[config.mk]
export PLATFORM = sky130hd
export DESIGN_NAME = inst_encoder
export DESIGN_NICKNAME = d
export VERILOG_FILES = /design/src/rtl/inst_encoder_pkg.sv /design/src/rtl/inst_encoder_pack.sv /design/src/rtl/inst_encoder.sv
export SDC_FILE = /design/constraint.sdc
export NUM_CORES = 1
export LEC_CHECK = 0
export CAP_MARGIN = 15
export CORE_AREA = 2 2 141 88
export DETAILED_ROUTE_END_ITERATION = 7
export DIE_AREA = 0 0 143 90
export GPL_ROUTABILITY_DRIVEN = 1
export MAX_ROUTING_LAYER = met4
export PLACE_DENSITY_LB_ADDON = 0.1
export SETUP_SLACK_MARGIN = 0.15
export SLEW_MARGIN = 20
export SYNTH_ARGS = -nofsm -noshare
export SYNTH_HDL_FRONTEND = slang
export SYNTH_SLANG_ARGS = --single-unit
[constraint.sdc]
create_clock -name clk_i -period 2.99 [get_ports clk_i]
set_input_delay 0.598 -clock clk_i [delete_from_list [all_inputs] [get_ports clk_i]]
set_output_delay 0.598 -clock clk_i [all_outputs]
set_load 0.1 [all_outputs]
[src/rtl/inst_encoder_pkg.sv]
// Shared constants for the RV32I instruction encoder.
// Optional INST_ENCODER_ROUNDTRIP_CHECK_EN uses unpack_imm.
package inst_encoder_pkg;

    localparam logic [2:0] KIND_ADDI = 3'd0;
    localparam logic [2:0] KIND_SRAI = 3'd1;
    localparam logic [2:0] KIND_LW   = 3'd2;
    localparam logic [2:0] KIND_SW   = 3'd3;
    localparam logic [2:0] KIND_BEQ  = 3'd4;

    localparam logic [6:0] OPC_OPIMM  = 7'b0010011;
    localparam logic [6:0] OPC_LOAD   = 7'b0000011;
    localparam logic [6:0] OPC_STORE  = 7'b0100011;
    localparam logic [6:0] OPC_BRANCH = 7'b1100011;

    localparam logic [2:0] F3_ADDI = 3'b000;
    localparam logic [2:0] F3_SRAI = 3'b101;
    localparam logic [2:0] F3_LW   = 3'b010;
    localparam logic [2:0] F3_SW   = 3'b010;
    localparam logic [2:0] F3_BEQ  = 3'b000;

    localparam logic [6:0]  FUNCT7_SRA = 7'b0100000;
    localparam logic [31:0] NOP_WORD   = 32'h0000_0013;

    // Recovers the sign-extended immediate from an encoded word
    function automatic logic [31:0] unpack_imm(
        input logic [2:0]  kind,
        input logic [31:0] w
    );
        logic [31:0] v;
        v = '0;
        case (kind)
            KIND_ADDI, KIND_LW: v = {{20{w[31]}}, w[31:20]};
            KIND_SRAI:          v = {27'b0, w[24:20]};
            KIND_SW:            v = {{20{w[31]}}, w[31:25], w[11:7]};
            KIND_BEQ:           v = {{19{w[31]}}, w[31], w[7],
                                     w[30:25], w[11:8], 1'b0};
            default:            v = '0;
        endcase
        return v;
    endfunction

endpackage

[src/rtl/inst_encoder_pack.sv]
// Combinational field packer: kind/regs/imm to RV32I word plus
// an illegal flag; illegal requests collapse to the NOP word.
module inst_pack
    import inst_encoder_pkg::*;
(
    input  logic [2:0]  i_kind,
    input  logic [4:0]  i_rd,
    input  logic [4:0]  i_rs1,
    input  logic [4:0]  i_rs2,
    input  logic [31:0] i_imm,
    output logic [31:0] o_word,
    output logic        o_illegal
);

    logic        w_imm12_ok;
    logic        w_sh_ok;
    logic        w_br_ok;
    logic [31:0] w_raw;
    logic        w_bad;

    assign w_imm12_ok = (&i_imm[31:11]) | ~(|i_imm[31:11]);
    assign w_sh_ok    = ~(|i_imm[31:5]);
    assign w_br_ok    = ~i_imm[0] &
                        ((&i_imm[31:12]) | ~(|i_imm[31:12]));

    always_comb begin
        w_raw = NOP_WORD;
        w_bad = 1'b1;
        unique case (i_kind)
            KIND_ADDI: begin
                w_raw = {i_imm[11:0], i_rs1, F3_ADDI, i_rd, OPC_OPIMM};
                w_bad = ~w_imm12_ok;
            end
            KIND_SRAI: begin
                w_raw = {FUNCT7_SRA, i_imm[4:0], i_rs1, F3_SRAI,
                         i_rd, OPC_OPIMM};
                w_bad = ~w_sh_ok;
            end
            KIND_LW: begin
                w_raw = {i_imm[11:0], i_rs1, F3_LW, i_rd, OPC_LOAD};
                w_bad = ~w_imm12_ok;
            end
            KIND_SW: begin
                w_raw = {i_imm[11:5], i_rs2, i_rs1, F3_SW,
                         i_imm[4:0], OPC_STORE};
                w_bad = ~w_imm12_ok;
            end
            KIND_BEQ: begin
                w_raw = {i_imm[12], i_imm[10:5], i_rs2, i_rs1, F3_BEQ,
                         i_imm[4:1], i_imm[11], OPC_BRANCH};
                w_bad = ~w_br_ok;
            end
            default: begin
                w_raw = NOP_WORD;
                w_bad = 1'b1;
            end
        endcase
    end

    assign o_word    = w_bad ? NOP_WORD : w_raw;
    assign o_illegal = w_bad;

endmodule

[src/rtl/inst_encoder.sv]
// RV32I encoder with 2-entry output FIFO, address counter, error state.
// Define INST_ENCODER_ROUNDTRIP_CHECK_EN to add the chk_err_o checker.
module inst_encoder
    import inst_encoder_pkg::*;
#(
    parameter logic [31:0] BASE_ADDR = 32'h0000_0000,
    parameter logic [31:0] ADDR_STEP = 32'd4
) (
    input  logic        clk_i,
    input  logic        rst_i,
    input  logic        valid_i,
    output logic        ready_o,
    input  logic [2:0]  kind_i,
    input  logic [4:0]  rd_i,
    input  logic [4:0]  rs1_i,
    input  logic [4:0]  rs2_i,
    input  logic [31:0] imm_i,
    output logic        valid_o,
    input  logic        ready_i,
    output logic [31:0] inst_o,
    output logic [31:0] addr_o,
    output logic        err_o,
`ifdef INST_ENCODER_ROUNDTRIP_CHECK_EN
    output logic        chk_err_o,
`endif
    output logic [7:0]  err_cnt_o
);

    logic [31:0] r_mem [2];
    logic        r_wp;
    logic        r_rp;
    logic [1:0]  r_cnt;
    logic [31:0] r_addr;
    logic        r_err;
    logic [7:0]  r_err_cnt;

    logic [31:0] w_word;
    logic        w_illegal;
    logic        w_push;
    logic        w_pop;

    inst_pack u_pack (
        .i_kind    (kind_i),
        .i_rd      (rd_i),
        .i_rs1     (rs1_i),
        .i_rs2     (rs2_i),
        .i_imm     (imm_i),
        .o_word    (w_word),
        .o_illegal (w_illegal)
    );

    assign ready_o = (r_cnt != 2'd2);
    assign valid_o = (r_cnt != 2'd0);
    assign w_push  = valid_i & ready_o;
    assign w_pop   = valid_o & ready_i;

    assign inst_o    = valid_o ? r_mem[r_rp] : 32'h0;
    assign addr_o    = r_addr;
    assign err_o     = r_err;
    assign err_cnt_o = r_err_cnt;

    always_ff @(posedge clk_i or posedge rst_i) begin
        if (rst_i) begin
            r_mem[0]  <= '0;
            r_mem[1]  <= '0;
            r_wp      <= 1'b0;
            r_rp      <= 1'b0;
            r_cnt     <= 2'd0;
            r_addr    <= BASE_ADDR;
            r_err     <= 1'b0;
            r_err_cnt <= 8'd0;
        end else begin
            if (w_push) begin
                r_mem[r_wp] <= w_word;
                r_wp        <= ~r_wp;
            end
            if (w_pop) begin
                r_rp   <= ~r_rp;
                r_addr <= r_addr + ADDR_STEP;
            end
            r_cnt <= r_cnt + {1'b0, w_push} - {1'b0, w_pop};
            if (w_push && w_illegal) begin
                r_err <= 1'b1;
                if (r_err_cnt != 8'hFF)
                    r_err_cnt <= r_err_cnt + 8'd1;
            end
        end
    end

`ifdef INST_ENCODER_ROUNDTRIP_CHECK_EN
    logic        r_chk_vld;
    logic [2:0]  r_chk_kind;
    logic [31:0] r_chk_word;
    logic [31:0] r_chk_imm;
    logic        r_chk_err;

    assign chk_err_o = r_chk_err;

    // Decode compare runs on the word captured at accept time
    always_ff @(posedge clk_i or posedge rst_i) begin
        if (rst_i) begin
            r_chk_vld  <= 1'b0;
            r_chk_kind <= '0;
            r_chk_word <= '0;
            r_chk_imm  <= '0;
            r_chk_err  <= 1'b0;
        end else begin
            r_chk_vld <= w_push & ~w_illegal;
            if (w_push) begin
                r_chk_kind <= kind_i;
                r_chk_word <= w_word;
                r_chk_imm  <= imm_i;
            end
            if (r_chk_vld &&
                unpack_imm(r_chk_kind, r_chk_word) != r_chk_imm)
                r_chk_err <= 1'b1;
        end
    end
`endif

endmodule

# Yosys cells after proc, flatten, opt, wreduce, memory -nomap -nowiden
# Index checks and enable logic that the tools add are counted.
# op_classes
add_sub_neg	4
n_lt_le_gt_ge	3
n_eq_ne	6
muxes	10
n_bitwise	14
reduce_logical	11
# op_table
operator	n
32-bit 2-to-1 mux	6
32-bit one-hot mux with 5 select lines	1
64-bit bitwise mux	1
32-bit by 3-bit adder with 32-bit output (second input constant)	1
32-bit demux with 1-bit select	1
27-bit OR reduction	1
21-bit AND reduction	1
21-bit OR reduction	1
20-bit AND reduction	1
20-bit OR reduction	1
8-bit by 1-bit adder with 8-bit output (second input constant)	1
8-bit != test (second input constant)	1
1-bit inverter	7
3-bit by 2-bit == test with 1-bit output (second input constant)	2
2-bit >= comparator (second input constant)	2
1-bit inverter with 2-bit output	2
1-bit AND	3
3-bit by 1-bit == test with 1-bit output (second input constant)	1
3-bit == test (second input constant)	1
3-bit logical NOT	1
1-bit one-hot mux with 3 select lines	1
3-bit OR reduction	1
2-bit by 1-bit adder with 2-bit output	1
1-bit logical AND	2
6 further kinds	7
# word_totals
reg_bits	109

# Logic depth before layout (Yosys ltp)
# Gate-level depths: netlist of the first run.
# logic_depth
depth_word	8
mapped_depth	8
depth_no_buf	7

# Cells and area by module
# A second synthesis of the first run with hierarchy kept.
# unflattened
cells_unflattened	479
area_unflattened_um2	5445.2
# by_module_without_submodules
mod	instances	cells_each	area_per_inst_um2	seq_area_each_um2
inst_encoder	1	382	4828.4	2677.6
inst_pack	1	97	616.8	0.0

# Worst setup path before layout of the first run
# Ideal clock, no wire load.
# synth_path
path_type	register to output
from	register r_rp
to	output port inst_o[14]
arrival_time_ps	2696
path_slack_ps	-304
path_stages_with_launch	5
path_cell_list	dfrtp_1 > clkbuf_1 > mux2i_1 > nor2_1 > buf_4
# synth_via
elab_chain_len	5
# synth_lines
item	line_no	rtl
from (decl)	inst_encoder.sv:31	logic r_rp;
from (signal assigned)	inst_encoder.sv:78	r_rp <= ~r_rp;
1-bit inverter with 2-bit output (implied by the code)	inst_encoder.sv:57	assign inst_o = valid_o ? r_mem[r_rp] : 32'h0;
32-bit 2-to-1 mux (implied by the code) (3 in series)	inst_encoder.sv:57	
32-bit 2-to-1 mux	inst_encoder.sv:57	
to (decl)	inst_encoder.sv:20	output logic [31:0] inst_o,
# No other way between the ends. The select of a mux whose other input is x is not followed.

# Final worst setup path of the first run
# layout_path
from	input port imm_i[27]
to	register r_mem[22] (netlist bit)
# layout_via
elab_chain_len	8
elab_cells_between_ends	15
classes_between	mux: 3; bitwise: 7; reduce/logical: 5
# layout_lines
item	line_no	rtl
from (decl)	inst_encoder.sv:17	input logic [31:0] imm_i,
20-bit OR reduction	inst_encoder_pack.sv:24	((&i_imm[31:12]) | ~(|i_imm[31:12]));
1-bit inverter	inst_encoder_pack.sv:24	
1-bit OR	inst_encoder_pack.sv:24	
1-bit AND	inst_encoder_pack.sv:23	assign w_br_ok = ~i_imm[0] &
1-bit inverter	inst_encoder_pack.sv:51	w_bad = ~w_br_ok;
1-bit one-hot mux with 3 select lines *	inst_encoder_pack.sv:29	unique case (i_kind)
32-bit 2-to-1 mux *	inst_encoder_pack.sv:60	assign o_word = w_bad ? NOP_WORD : w_raw;
64-bit bitwise mux *	inst_encoder.sv:74	r_mem[r_wp] <= w_word;
to (signal, indexed assignment)	inst_encoder.sv:74	
to (decl)	inst_encoder.sv:29	logic [31:0] r_mem [2];
# Every way passes the cells marked *; elsewhere a longest branch is shown, timed or not.
# A chain may end at the register's enable or synchronous reset.

==> flow_summary.toml, run 1 <==
[yosys]
synth_mux_area_frac = 0.07136
synth_top_family_by_area = "simple AND/OR/NAND/NOR gates"
synthAdderAreaFrac = 0.01002
synth-xor-area-share = 0.06660
synth_seq_area_share = 0.4957
syn_inst = 528
yosysWarnings = 0
synthesis.area_sq_mm = 0.004997
synth_compound_area_frac = 0.1054
yosys.area_share.simple = 0.2093
syn_avg_cell_area_sq_um = 9.465
synth_cell_type_count = 46
ys_ff_latch = 99

[routing]
drt_pass1_iterations = 4
drc = 0
drt-initial-drc-count = 194
postRouteAntennaNets = 0
avgViaCountPerCell = 5.065
wl_per_cell_um = 14.86
vias = 4128
routed_wl_um = 12110

[clock_tree]
cts.sinks = 99
htreeDepth = 3
tritoncts = "built"
cts.path.max_buffers = 2
numCtsBuffers = 9
cts-hold-fix-buffers = 0
clock_latency_ps = 330
clk_pin_slew_ps = 70
cts_resized = 0
cts_root_buffer = "clkbuf_16"
cts_setup_buffers = 0

[power_and_ir_drop]
swShare = 0.4834
pwr-share-clk = 0.188
finalPower_mw = 7.467
pwr-share-comb = 0.547
seqPwrFrac = 0.265
power_switching_mw = 3.609
internal_power_mw = 3.858
ir_worst_vdd_v = 0.0008038
p_per_area_mw_per_mm2 = 1065
p_leak_nw = 3.107

[sta]
period_needed_ps = 2619
hold_viol = 0
hold_slack_ps = 468.2
tns_ps = 0
timing.fmax_mhz = 381.9
fin_worst_skew_ps = 3.686
worst-slew-pin-transition_ps = 1026
timing.final.crit_share = 0.8758
relSlewSlack = 0.3160
finalSetupViolations = 0
drv_slew = 0
rsz0062_at_grt = "no"

[die]
initial_core_util = 0.4280
die_x_um = 143
ios = 129
core_sq_mm = 0.01167
die_y_um = 90
dieArea_sq_mm = 0.01287
fp-row-count = 31

[place]
globalplace.congestion = 0.7967
io_buffer_count = 124
place_hpwl_um = 8726

[global_route]
grtUsageTotal = 0.2032
grt_pass1_wl_um = 20150
grt_pass1_vias = 3979
grt_max_degree = 100
overflow = 0
antenna_found_initial = 0

[final_layout]
area_growth_pct = 40.34
multiInputGateArea_sq_mm = 0.002367
final_nets = 703
drive_above_1_share = 0.1954
final_cell_mix = "dfrtp_1 (98), nand2_1 (91), clkdlybuf4s50_1 (53), buf_4 (53), o21ai_1 (50)"
antennaDiodeCount = 0
area.sequential_sq_mm = 0.002479
n_fill_cell = 1036
final_common_cell = "dfrtp_1"

[status]
status = "complete, no violations"

[worst_setup_path]
worstPathRequired_ps = 3240
critPathLaunchType = "input pin"
end_kind = "flop"
critPathArrivalTime_ps = 2870
worstSetupPathType = "input pin to flop"
worst-path-max-fanout = 18

[hold_path]
hold_path.class = "flop to flop"

[run]
cap_viol_max_count = 0
[critical path: stages]
cell             delay [ps]
clkdlybuf4s50_1         430
nor4_1                  310
and3_1                  200
nand3_1                 160
a21o_1                  260
a21oi_4                 320
buf_4                   320
nand2_1                 110
o21ai_1                 160
[stage by stage]
stage	area, sq um	utilization	worst slack (ps)	std cells
after floorplan	5040	-	179.3	531
after global placement	6648	0.5694	94.36	799
after detailed placement	6648	0.5694	37.96	799
after CTS	7013	0.6007	377.0	815
after global routing	7013	0.6007	233.1	815
final	7013	0.6007	371.5	815
[path summary, 6_finish.rpt]
check                           slack, ps      start    endpoint  cells after the start
worst min-delay path                  470  r_mem[33]   r_mem[33]                      1
min in group asynchronous             750      rst_i  addr_o[31]                      3
max in group asynchronous            1800      rst_i        r_rp                      3
worst max register to register        740   r_cnt[0]   r_mem[46]                      4
worst max-delay path                  370  imm_i[27]   r_mem[22]                      9
worst min register to register        470  r_mem[33]   r_mem[33]                      1
[metal layers]
layer	global-route usage	up-vias	wire length, um
met2	0.3038	97	5453
met5	-	-	0
li1	-	2033	-
met3	0.04315	10	491
met4	0.03960	0	107
met1	0.2885	1988	6061
[power by group through the flow]
stage	clock, mW	combinational (mW)	sequential [mW]
floorplan	0	2.32	2.50
global placement	0	4.07	1.98
detailed placement	0	4.12	2.00
CTS	1.43	4.12	1.98
global route	1.50	4.29	2.03
finish	1.40	4.08	1.98
[layout make-up]
cell class / instances / share of cell area
Sequential cell: 99 / 0.3534
Multi-Input combinational cell: 391 / 0.3376
Timing Repair Buffer: 138 / 0.2237
Clock buffer: 10 / 0.03265
Tap cell: 165 / 0.02944
Clock inverter: 6 / 0.01945
Inverter: 6 / 0.003747
[sequential cells by signal, indices dropped and copies added (netlist names)]
name and count:
r_mem 56, addr_o 30, err_cnt_o 8, r_cnt 2
err_o 1, r_rp 1, r_wp 1
[kinds of logic after synthesis]
group,after synthesis
AND/OR/NAND/NOR,218
flip-flops,99
AO/OA/AOI/OAI,92
buffers and inverters,41
XOR/XNOR,38
multiplexers,35
adder cells (fa/ha/maj),4
other,1
[Yosys cell counts, drive strengths merged]
master,count,share of area
inv,6,0.0045
mux2,2,0.0053
dfrtp,99,0.50
clkbuf,21,0.016
and2b,1,0.0015
nand4,18,0.023
nand3,17,0.018
o21bai,2,0.0030
or2,1,0.0013
nor3,4,0.0050
nand2,91,0.068
a2bb2oi,1,0.0030
mux2i,33,0.066
nand2b,3,0.0038
o22ai,10,0.013
xor2,14,0.025
and4,1,0.0018
and2,1,0.0013
nor4b,1,0.0030
o21ai,56,0.056
xnor2,24,0.042
buf,14,0.021
a21oi,18,0.023
nor4,8,0.011
nor3b,1,0.0025
or3b,1,0.0018
o21a,2,0.0030
and3,7,0.0088
ha,4,0.010
nor2b,20,0.026
or4,1,0.0015
conb,1,0.00075
a22o,1,0.0018
a21o,1,0.0015
nor2,42,0.032
a311o,1,0.0020
(Power assumes the default switching activity.)
==> inputs of run 2 (changes only) <==
--- a/config.mk
+++ b/config.mk
@@ -11,7 +11,7 @@
 export DIE_AREA = 0 0 143 90
 export GPL_ROUTABILITY_DRIVEN = 1
 export MAX_ROUTING_LAYER = met4
-export PLACE_DENSITY_LB_ADDON = 0.1
+export PLACE_DENSITY_LB_ADDON = 0.25
 export SETUP_SLACK_MARGIN = 0.15
 export SLEW_MARGIN = 20
 export SYNTH_ARGS = -nofsm -noshare
==> run 2 against run 1 <==
Worst hold slack improved by 1.9 ps. Largest power group unchanged. Clock power fell by 4%. Die area did not move. Highest routed layer unchanged. Via count rose by 1.5%. Core utilization fell by 0.12 points. Non-clock buffer count did not move. Cell count did not move. Power fell by 0.77%.
==> flow_summary.toml, run 2 (synthesis gave the netlist of run 1 again) <==
[clock_tree]
htreeDepth = 3
cts-hold-fix-buffers = 0
clk_pin_slew_ps = 70
tritoncts = "built"
cts.sinks = 99
numCtsBuffers = 9
clock_latency_ps = 340
cts_resized = 0
cts_root_buffer = "clkbuf_16"
cts_setup_buffers = 0
cts.path.max_buffers = 2

[final_layout]
drive_above_1_share = 0.1969
final_nets = 703
regMostFlops = "r_mem"
largest_reg_flops = 56
final_cell_mix = "dfrtp_1 (98), nand2_1 (91), clkdlybuf4s50_1 (53), buf_4 (53), o21ai_1 (50)"
area_growth_pct = 40.06
final_common_cell = "dfrtp_1"
antennaDiodeCount = 0

[sta]
hold_viol = 0
drv_slew = 0
hold_slack_ps = 470.1
tns_ps = 0
finalSetupViolations = 0
timing.final.crit_share = 0.8875
period_needed_ps = 2654
fin_worst_skew_ps = 4.936
worst-slew-pin-transition_ps = 1008
rsz0062_at_grt = "no"
timing.fmax_mhz = 376.8
finalWorstSetupSlack_ps = 336.3
relSlewSlack = 0.3281

[worst_setup_path]
path_cells = "buf_4 -> mux2i_1 -> nor2_1 -> buf_12"
startpoint = "r_rp"
r2r-start = "r_cnt[0]"
worstSetupPathType = "flop to primary output"
crit_slowest_cell = "dfrtp_2"
worstPathRequired_ps = 2390
worst-path-max-fanout = 25
critPathLaunchType = "flop"
crit_path_max_incr_delay_ps = 880
critPathArrivalTime_ps = 2060
end_kind = "primary output"

[hold_path]
hold_path_startpoint = "r_mem[1]"
hold_path.class = "flop to flop"

[place]
dp_slack_ps = 77.93
globalplace.congestion = 0.8215
place_hpwl_um = 8871
io_buffer_count = 124

[status]
status = "complete, no violations"

[routing]
vias = 4188
drt-initial-drc-count = 240
routed_wl_um = 12520
drt_pass1_iterations = 5
wl_per_cell_um = 15.37
avgViaCountPerCell = 5.139
postRouteAntennaNets = 0
drc = 0

[power_and_ir_drop]
p_leak_nw = 3.103
p_per_area_mw_per_mm2 = 1059
ir_worst_vdd_v = 0.0007548

[die]
die_y_um = 90
dieArea_sq_mm = 0.01287
die_x_um = 143
ios = 129
core_sq_mm = 0.01167
fp-row-count = 31
initial_core_util = 0.4280

[global_route]
grtUsageTotal = 0.2093
grt_pass1_wl_um = 20880
antenna_found_initial = 0
overflow = 0
grt_pass1_vias = 4253
grt_max_degree = 100

[run]
cap_viol_max_count = 0
==> run 2: cell types whose count changed in the layout (fill, tap and decap cells not counted) <==
cell / before / now
clkbuf_1: 1 / 0
clkbuf_8: 0 / 1
bufinv_16: 4 / 3
clkinv_2: 0 / 1
inv_6: 1 / 0
clkinv_4: 0 / 2
clkinvlp_4: 2 / 1
==> run 2: power breakdown <==
group | leakage, nW | switching [mW] | total, mW | internal, mW
sequential | 1.30 | 0.368 | 2.07 | 1.70
combinational | 1.63 | 2.76 | 4.01 | 1.24
clock | 0.173 | 0.494 | 1.34 | 0.842
==> run 2: final timing paths <==
path | slack, ps | cells past startpoint | endpoint
worst min register to register | 470 | 1 | r_mem[1]
worst max register to register | 960 | 5 | r_mem[54]
max in group asynchronous | 1800 | 3 | r_rp
min in group asynchronous | 760 | 3 | r_mem[16]
worst max-delay path | 340 | 4 | inst_o[31]
worst min-delay path | 470 | 1 | r_mem[1]
==> run 2: final cells by class <==
class | instances | area (sq um)
clock buffer | 10 | 239.0
clock inverter | 6 | 112.6
fill | 991 | 4676
inverter | 6 | 26.28
multi-input combinational | 391 | 2367
sequential | 99 | 2479
tap | 165 | 206.4
timing repair buffer | 138 | 1569
==> run 2: routing by layer <==
layer | vias up | wire length (um) | global-route usage
met5 | - | 0 | -
met4 | 0 | 210 | 0.06188
met3 | 17 | 533 | 0.03889
met2 | 126 | 5926 | 0.3254
met1 | 2014 | 5853 | 0.2808
li1 | 2031 | - | -
==> run 2: critical path: cells and delay by family, from the launching register on <==
family / cells / cell delay (ps)
buffers and inverters: 2 / 510
flip-flops: 1 / 880
multiplexers: 1 / 90
AND/OR/NAND/NOR: 1 / 230
==> run 2: metrics by stage <==
stage,power (mW),cell area [sq um],cells,util
after detailed placement,6.118,6648,799,0.5694
after global routing,7.755,6999,815,0.5995
final,7.410,6999,815,0.5995
after CTS,7.471,6999,815,0.5995
after global placement,6.042,6648,799,0.5694
after floorplan,4.823,5040,531,-
